### src/rtl/jtag_seq_pkg.sv
// Shared types and TAP preamble constants for the JTAG scan sequencer.
package jtag_seq_pkg;

   typedef enum logic [1:0] {
      CmdReset   = 2'd0,
      CmdShiftIr = 2'd1,
      CmdShiftDr = 2'd2,
      CmdIdle    = 2'd3
   } cmd_type_e;

   typedef enum logic [2:0] {
      StBridge,
      StAcquire,
      StTapRst,
      StReady,
      StRun,
      StResp,
      StRelease
   } seq_state_e;

   // TMS sequences are stored LSB first: bit 0 goes out on the first TCK.
   localparam int unsigned TAPRST_BITS  = 6;
   localparam logic [5:0]  TMS_RESET    = 6'b011111;
   localparam logic [2:0]  TMS_DR_ENTRY = 3'b001;
   localparam logic [3:0]  TMS_IR_ENTRY = 4'b0011;
   localparam logic [1:0]  TMS_EXIT     = 2'b01;

endpackage

### src/rtl/jtag_tck_gen.sv
// One-bit TCK generator: low phase then high phase of TCK_DIV clk cycles each.
module jtag_tck_gen #(
   parameter int unsigned TCK_DIV = 2
) (
   input  logic clk_i,
   input  logic rst_i,
   input  logic req_i,
   input  logic tms_i,
   input  logic tdi_i,
   output logic accept_o,
   output logic tck_o,
   output logic tms_o,
   output logic tdi_o,
   output logic sample_o,
   output logic done_o
);

   localparam int unsigned CW = $clog2(2 * TCK_DIV);
   localparam logic [CW-1:0] CntHalf = CW'(TCK_DIV - 1);
   localparam logic [CW-1:0] CntLast = CW'(2 * TCK_DIV - 1);

   logic          active_q;
   logic [CW-1:0] cnt_q;
   logic          tck_q, tms_q, tdi_q;

   // Pulses: sample precedes the TCK rising edge, done marks the final high cycle.
   always_comb begin
      sample_o = active_q && (cnt_q == CntHalf);
      done_o   = active_q && (cnt_q == CntLast);
      accept_o = req_i && (!active_q || done_o);
      tck_o    = tck_q;
      tms_o    = tms_q;
      tdi_o    = tdi_q;
   end

   // Bit timing; a new request is taken back to back on the done cycle.
   always_ff @(posedge clk_i or posedge rst_i) begin
      if (rst_i) begin
         active_q <= 1'b0;
         cnt_q    <= '0;
         tck_q    <= 1'b0;
         tms_q    <= 1'b0;
         tdi_q    <= 1'b0;
      end else if (accept_o) begin
         active_q <= 1'b1;
         cnt_q    <= '0;
         tck_q    <= 1'b0;
         tms_q    <= tms_i;
         tdi_q    <= tdi_i;
      end else if (done_o) begin
         // Park TCK low between commands.
         active_q <= 1'b0;
         cnt_q    <= '0;
         tck_q    <= 1'b0;
         tdi_q    <= 1'b0;
      end else if (active_q) begin
         cnt_q <= cnt_q + CW'(1);
         if (cnt_q == CntHalf) tck_q <= 1'b1;
      end
   end

endmodule

### src/rtl/jtag_scan_sequencer.sv
// JTAG scan sequencer: borrows the TAP pins from the bit-bang bridge and runs scan commands.
module jtag_scan_sequencer
   import jtag_seq_pkg::*;
#(
   parameter int unsigned MAX_LEN     = 64,
   parameter int unsigned TCK_DIV     = 2,
   parameter int unsigned HOLD_CYCLES = 16,
   localparam int unsigned LW         = $clog2(MAX_LEN + 1)
) (
   input  logic               clk_i,
   input  logic               rst_i,
   input  logic               cmd_valid_i,
   output logic               cmd_ready_o,
   input  logic [1:0]         cmd_type_i,
   input  logic [LW-1:0]      cmd_len_i,
   input  logic [MAX_LEN-1:0] cmd_data_i,
   output logic               rsp_valid_o,
   input  logic               rsp_ready_i,
   output logic [MAX_LEN-1:0] rsp_data_o,
   input  logic               bb_tms_i,
   input  logic               bb_tck_i,
   input  logic               bb_tdi_i,
   output logic               jtag_tms_o,
   output logic               jtag_tck_o,
   output logic               jtag_tdi_o,
   input  logic               jtag_tdo_i,
   output logic               seq_owns_o
);

   localparam int unsigned IW = $clog2(MAX_LEN + 7);
   localparam int unsigned HW = $clog2(HOLD_CYCLES + 1);

   seq_state_e         state_q, state_d;
   logic [IW-1:0]      idx_q;
   logic [HW-1:0]      hold_q;
   cmd_type_e          cmd_type_q;
   logic [LW-1:0]      len_q;
   logic [MAX_LEN-1:0] data_q, rsp_data_q;

   cmd_type_e          run_type_c, new_type_c;
   logic [LW-1:0]      new_len_c;
   logic [IW-1:0]      total_c, new_total_c, cur_sidx_c;
   logic               cur_shift_c, nxt_tms_c, nxt_tdi_c, req_c, accept_c, hold_expired_c;
   logic               gen_accept, gen_tck, gen_tms, gen_tdi, gen_sample, gen_done;

   // Number of TCK bits in a command, from RTI back to RTI.
   function automatic logic [IW-1:0] bit_total(input cmd_type_e typ, input logic [LW-1:0] n);
      logic [IW-1:0] nn, res;
      nn = IW'(n);
      case (typ)
         CmdReset:   res = IW'(TAPRST_BITS);
         CmdIdle:    res = nn;
         CmdShiftDr: res = (nn == '0) ? '0 : nn + IW'(5);
         default:    res = (nn == '0) ? '0 : nn + IW'(6);
      endcase
      return res;
   endfunction

   // TMS/TDI for bit i of a command; returns {tms, tdi}.
   function automatic logic [1:0] bit_drive(input logic [IW-1:0] i, input cmd_type_e typ,
                                            input logic [LW-1:0] n,
                                            input logic [MAX_LEN-1:0] data);
      logic [IW-1:0]      pre, nn, j;
      logic [3:0]         entry;
      logic [MAX_LEN-1:0] sh;
      logic               tms, tdi;
      tms   = 1'b0;
      tdi   = 1'b0;
      nn    = IW'(n);
      pre   = (typ == CmdShiftIr) ? IW'(4) : IW'(3);
      entry = (typ == CmdShiftIr) ? TMS_IR_ENTRY : {1'b0, TMS_DR_ENTRY};
      j     = i - pre;
      sh    = data >> j;
      case (typ)
         CmdReset: if (i < IW'(TAPRST_BITS)) tms = TMS_RESET[i[2:0]];
         CmdIdle:  tms = 1'b0;
         default: begin
            if (i < pre) begin
               tms = entry[i[1:0]];
            end else if (j < nn) begin
               tms = (j == nn - IW'(1));
               tdi = sh[0];
            end else begin
               tms = (j == nn) ? TMS_EXIT[0] : TMS_EXIT[1];
            end
         end
      endcase
      return {tms, tdi};
   endfunction

   // Whether bit i is a shift bit and its position in the data word; returns {hit, pos}.
   function automatic logic [IW:0] shift_slot(input logic [IW-1:0] i, input cmd_type_e typ,
                                              input logic [LW-1:0] n);
      logic [IW-1:0] pre, j;
      logic          hit;
      pre = (typ == CmdShiftIr) ? IW'(4) : IW'(3);
      j   = i - pre;
      hit = (typ == CmdShiftIr || typ == CmdShiftDr) && (i >= pre) && (j < IW'(n));
      return {hit, j};
   endfunction

   // Command decode and the bit list position of the next and current TCK bits.
   always_comb begin
      run_type_c     = (state_q == StAcquire || state_q == StTapRst) ? CmdReset : cmd_type_q;
      new_type_c     = cmd_type_e'(cmd_type_i);
      new_len_c      = (cmd_len_i > LW'(MAX_LEN)) ? LW'(MAX_LEN) : cmd_len_i;
      new_total_c    = bit_total(new_type_c, new_len_c);
      total_c        = bit_total(run_type_c, len_q);
      accept_c       = (state_q == StReady) && cmd_valid_i;
      hold_expired_c = (hold_q == HW'(HOLD_CYCLES - 1));
      req_c          = (state_q == StAcquire || state_q == StTapRst || state_q == StRun) &&
                       (idx_q < total_c);
      {nxt_tms_c, nxt_tdi_c}    = bit_drive(idx_q, run_type_c, len_q, data_q);
      // idx_q already points past the bit being clocked.
      {cur_shift_c, cur_sidx_c} = shift_slot(idx_q - IW'(1), run_type_c, len_q);
   end

   jtag_tck_gen #(
      .TCK_DIV (TCK_DIV)
   ) u_tck_gen (
      .clk_i    (clk_i),
      .rst_i    (rst_i),
      .req_i    (req_c),
      .tms_i    (nxt_tms_c),
      .tdi_i    (nxt_tdi_c),
      .accept_o (gen_accept),
      .tck_o    (gen_tck),
      .tms_o    (gen_tms),
      .tdi_o    (gen_tdi),
      .sample_o (gen_sample),
      .done_o   (gen_done)
   );

   // State register.
   always_ff @(posedge clk_i or posedge rst_i) begin
      if (rst_i) state_q <= StBridge;
      else       state_q <= state_d;
   end

   // Next-state logic.
   always_comb begin
      state_d = state_q;
      unique case (state_q)
         StBridge:  if (cmd_valid_i && !bb_tck_i) state_d = StAcquire;
         StAcquire: state_d = StTapRst;
         StTapRst:  if (gen_done && idx_q == total_c) state_d = StReady;
         StReady: begin
            // A command on the expiring cycle still wins over release.
            if (cmd_valid_i)         state_d = (new_total_c == '0) ? StResp : StRun;
            else if (hold_expired_c) state_d = StRelease;
         end
         StRun:     if (gen_done && idx_q == total_c) state_d = StResp;
         StResp:    if (rsp_ready_i) state_d = StReady;
         StRelease: state_d = StBridge;
         default:   state_d = StBridge;
      endcase
   end

   // Outputs and pin mux.
   always_comb begin
      cmd_ready_o = (state_q == StReady);
      rsp_valid_o = (state_q == StResp);
      seq_owns_o  = (state_q != StBridge);
      rsp_data_o  = rsp_data_q;
      jtag_tck_o  = (state_q != StBridge) ? gen_tck : bb_tck_i;
      jtag_tms_o  = (state_q != StBridge) ? gen_tms : bb_tms_i;
      jtag_tdi_o  = (state_q != StBridge) ? gen_tdi : bb_tdi_i;
   end

   // Bit index, hold timer, latched command and TDO capture.
   always_ff @(posedge clk_i or posedge rst_i) begin
      if (rst_i) begin
         idx_q      <= '0;
         hold_q     <= '0;
         cmd_type_q <= CmdReset;
         len_q      <= '0;
         data_q     <= '0;
         rsp_data_q <= '0;
      end else begin
         if (state_q == StBridge || accept_c) idx_q <= '0;
         else if (gen_accept)                 idx_q <= idx_q + IW'(1);

         if (state_q == StReady && !cmd_valid_i) hold_q <= hold_q + HW'(1);
         else                                    hold_q <= '0;

         if (accept_c) begin
            cmd_type_q <= new_type_c;
            len_q      <= new_len_c;
            data_q     <= cmd_data_i;
            rsp_data_q <= '0;
         end else if (gen_sample && cur_shift_c) begin
            rsp_data_q <= rsp_data_q | ({{(MAX_LEN - 1){1'b0}}, jtag_tdo_i} << cur_sidx_c);
         end
      end
   end

endmodule

### config.mk
export PLATFORM = sky130hd
export DESIGN_NAME = jtag_scan_sequencer
export DESIGN_NICKNAME = d
export VERILOG_FILES = /design/src/rtl/jtag_seq_pkg.sv /design/src/rtl/jtag_tck_gen.sv /design/src/rtl/jtag_scan_sequencer.sv
export SDC_FILE = /design/constraint.sdc
export NUM_CORES = 1
export LEC_CHECK = 0
export ABC_CLOCK_PERIOD_IN_PS = 5900
export CAP_MARGIN = 20
export CORE_MARGIN = 8
export CORE_UTILIZATION = 42
export CTS_BUF_LIST = sky130_fd_sc_hd__clkbuf_8
export CTS_CLUSTER_DIAMETER = 80
export DETAILED_ROUTE_END_ITERATION = 10
export DONT_BUFFER_PORTS = 1
export GPL_ROUTABILITY_DRIVEN = 0
export SYNTH_ARGS = -nofsm -noshare
export SYNTH_HDL_FRONTEND = slang
export SYNTH_SLANG_ARGS = --single-unit
### constraint.sdc
create_clock -name clk_i -period 5.9 [get_ports clk_i]
set_clock_uncertainty 0.05 [all_clocks]
set_input_delay 0.59 -clock clk_i [delete_from_list [all_inputs] [get_ports clk_i]]
set_output_delay 0.59 -clock clk_i [all_outputs]
set_load 0.02 [all_outputs]
==> flow_summary.json <==
{
  "ys_ff_latch": 158,
  "ant_nets": 0,
  "synth.avg_cell_area_sq_um": 9.012,
  "critPathCaptureType": "flop",
  "yosysSeqAreaShare_pct": 44.95,
  "setup_viol": 0,
  "intPower_mw": 2.911,
  "period_share_pct": 86.51,
  "hold_viol_final": 0,
  "synth_cell_types": 59,
  "fill_cells": 2011,
  "mappedNetlistArea_sq_mm": 0.008796,
  "clock_latency_ps": 450,
  "switching_share_pct": 47.17,
  "cts.clk_slew.worst_paths_ps": 100,
  "hold_buffers": 0,
  "async_reset_ff_share_pct": 100.0,
  "die_height_um": 160.7,
  "cp.required_ps": 6210,
  "dp_hpwl_um": 15830,
  "vdd.ir_drop.worst_uv": 290.6,
  "clock_sink_count": 158,
  "netSwitchingPower_mw": 2.600,
  "synth_edf_count": 0,
  "final_nets": 1079,
  "dpl_cell_area_sq_mm": 0.009039,
  "dp.cells": 1206,
  "overflow": 0,
  "finalMaxSlewViolations": 0,
  "hp-class": "in -> async",
  "grt_pass1_vias": 6766,
  "syn_to_final_growth_pct": 7.454,
  "stdcell_count": 1239,
  "ioPinCount": 151,
  "vias_per_cell": 5.520,
  "max_freq_ghz": 0.1959,
  "critPathKind": "reg -> reg",
  "start_kind": "flop",
  "rows": 53,
  "tightest_slew_ps": 959.6,
  "drc": 0,
  "final_common_cell": "nand2_1",
  "synth_flop_cell": "dfrtp_1",
  "wl_per_cell_um": 18.03,
  "finalCriticalPeriod_ps": 5104,
  "p_leak_nw": 4.365,
  "antenna_cells": 0,
  "cts_buffers": 17,
  "cts_buffer_depth": 2,
  "grt_max_degree": 107,
  "final_area_sq_mm": 0.009452,
  "ctsHtreeMaxLevel": 4,
  "cp_data_arrival_time_ps": 5410,
  "critical_path.max_fanout": 17,
  "combPwrFrac_pct": 56.7,
  "powerDensity_mw_per_mm2": 583.1,
  "dr_total_vias": 6839,
  "clkPwrFrac_pct": 14.8,
  "outcome": "finished, final reports clean",
  "dieArea_sq_mm": 0.02583,
  "pwr-share-seq_pct": 28.5,
  "syn_inst": 976,
  "yosys_warnings": 0,
  "cts_resized": 0,
  "relSlewSlack_pct": 36.02,
  "post-place-ws_ps": 781.4,
  "io_buffers": 0,
  "post_cts_buffers": 0,
  "dr.pass1.iters": 5,
  "coreArea_sq_mm": 0.02076,
  "tns_ps": 0,
  "wl_um": 22340,
  "max_cap_violations": 0,
  "drive_above_1_share_pct": 7.988,
  "dieWidth_um": 160.7,
  "grt_pass1_wl_um": 36430,
  "track_usage_pct": 17.32,
  "drtIter0Drc": 515,
  "clock-root-buffer": "clkbuf_8",
  "final_cell_mix": "nand2_1 (312), dfrtp_1 (158), o21ai_0 (46)",
  "cts_tree": "yes",
  "syn_nets": 1104,
  "initial_core_util_pct": 42.38,
  "rsz0062_at_grt": "false",
  "antenna_found_initial": 0,
  "fin_ws_ps": 796.1
}
-- power by group through the flow --
stage	sequential [mW]	combinational, mW	clock (mW)
after global routing	1.61	3.50	0.885
final	1.57	3.13	0.814
after global placement	1.58	3.11	0
after detailed placement	1.59	3.12	0
after floorplan	1.49	2.44	0
after CTS	1.57	3.14	0.847
-- cells in the mapped netlist (3+ instances only) --
| cell | count | area [sq um] |
|---|---|---|
| nand2_1 | 313 | 1175 |
| dfrtp_1 | 158 | 3954 |
| clkbuf_1 | 55 | 206.5 |
| o21ai_0 | 46 | 230.2 |
| ha_1 | 45 | 563.0 |
| o31ai_1 | 38 | 285.3 |
| nor2_1 | 33 | 123.9 |
| a21oi_1 | 26 | 130.1 |
| inv_1 | 26 | 97.59 |
| xnor2_1 | 20 | 175.2 |
| xor2_1 | 19 | 166.4 |
| nand2b_1 | 17 | 106.4 |
| nand3_1 | 17 | 85.08 |
| mux4_2 | 16 | 360.4 |
| nor3_1 | 13 | 65.06 |
| o41ai_1 | 13 | 113.9 |
| mux2i_1 | 11 | 110.1 |
| nor2b_1 | 9 | 56.30 |
| a21o_1 | 8 | 60.06 |
| a31oi_1 | 8 | 50.05 |
| or3_1 | 8 | 50.05 |
| nand4_1 | 6 | 37.54 |
| o211ai_1 | 6 | 45.04 |
| nand3b_1 | 5 | 37.54 |
| o21ai_1 | 4 | 20.02 |
| a21boi_0 | 3 | 22.52 |
| and3_1 | 3 | 18.77 |
| mux2_2 | 3 | 33.78 |
| nor4_1 | 3 | 18.77 |
| o22a_1 | 3 | 26.28 |
| or2_2 | 3 | 18.77 |
-- registers in the layout (all words and copies together) (netlist names), 2 cells and up --
name and flops:
cmd_type_q 2, data_q 64, hold_q 5, idx_q 7, len_q 7, rsp_data_o 64
state_q 3, u_tck_gen.cnt_q 2
-- stage by stage --
step / hold slack, ps / total power [mW] / util (%)
floorplan: 382.7 / 3.926 / -
finish: 151.2 / 5.511 / 45.54
global placement: 403.9 / 4.688 / 43.55
detailed placement: 407.0 / 4.716 / 43.55
CTS: 136.0 / 5.562 / 45.50
global route: 137.8 / 6.000 / 45.54
-- routing by layer --
metal	share of wire, %	track usage (%)
met1	47	23.86
met2	45	26.33
met3	6.9	5.042
met4	1.1	4.293
met5	0	0
-- critical path: stages (launching register included) --
cell and delay [ps]:
dfrtp_1 590, xor2_1 180, nand2b_1 80, and2_1 190, ha_1 190, buf_4 190
inv_1 190, ha_1 190, inv_1 70, fa_1 430, a21oi_1 390, nand2_1 120
xor2_1 170, ha_1 220, a21o_1 170, a211oi_1 320, nor2b_1 170, o21ai_1 80
buf_4 210, nand2b_1 470, o31ai_1 340
-- area by class of cell --
type | count | area (sq um) | area share [%]
clock inverter | 15 | 171.4 | 1.814
clock buffer | 17 | 234.0 | 2.476
sequential | 158 | 3954 | 41.83
multi-input combinational | 734 | 4544 | 48.08
inverter | 27 | 106.4 | 1.125
tap | 275 | 344.1 | 3.640
timing repair buffer | 13 | 97.59 | 1.033
-- logic make-up after synthesis --
logic type / count (synthesis) / share of synthesized area, %
fa+ha+maj: 47 / 6.856
flops: 158 / 44.95
simple gates: 442 / 21.64
buf+inv: 84 / 3.684
xor+xnor: 40 / 4.068
compound gates: 175 / 13.07
mux: 30 / 5.733
-- final timing paths --
kind                                         from                         end  slack (ps)  depth (start not counted)
min reg2reg                   hold_q[0]$_DFF_PP0_         hold_q[0]$_DFF_PP0_         420                          1
max reg2reg                state_q[1]$_DFFE_PP0P_  rsp_data_o[56]$_DFFE_PP0P_         800                         20
max                        state_q[1]$_DFFE_PP0P_  rsp_data_o[56]$_DFFE_PP0P_         800                         20
min                                         rst_i   rsp_data_o[8]$_DFFE_PP0P_         150                          1
max in group asynchronous                   rst_i      data_q[56]$_DFFE_PP0P_        4390                          2
min in group clk_i                 cmd_data_i[10]      data_q[10]$_DFFE_PP0P_         180                          2
No activity file was read; power rests on OpenSTA's default activity.
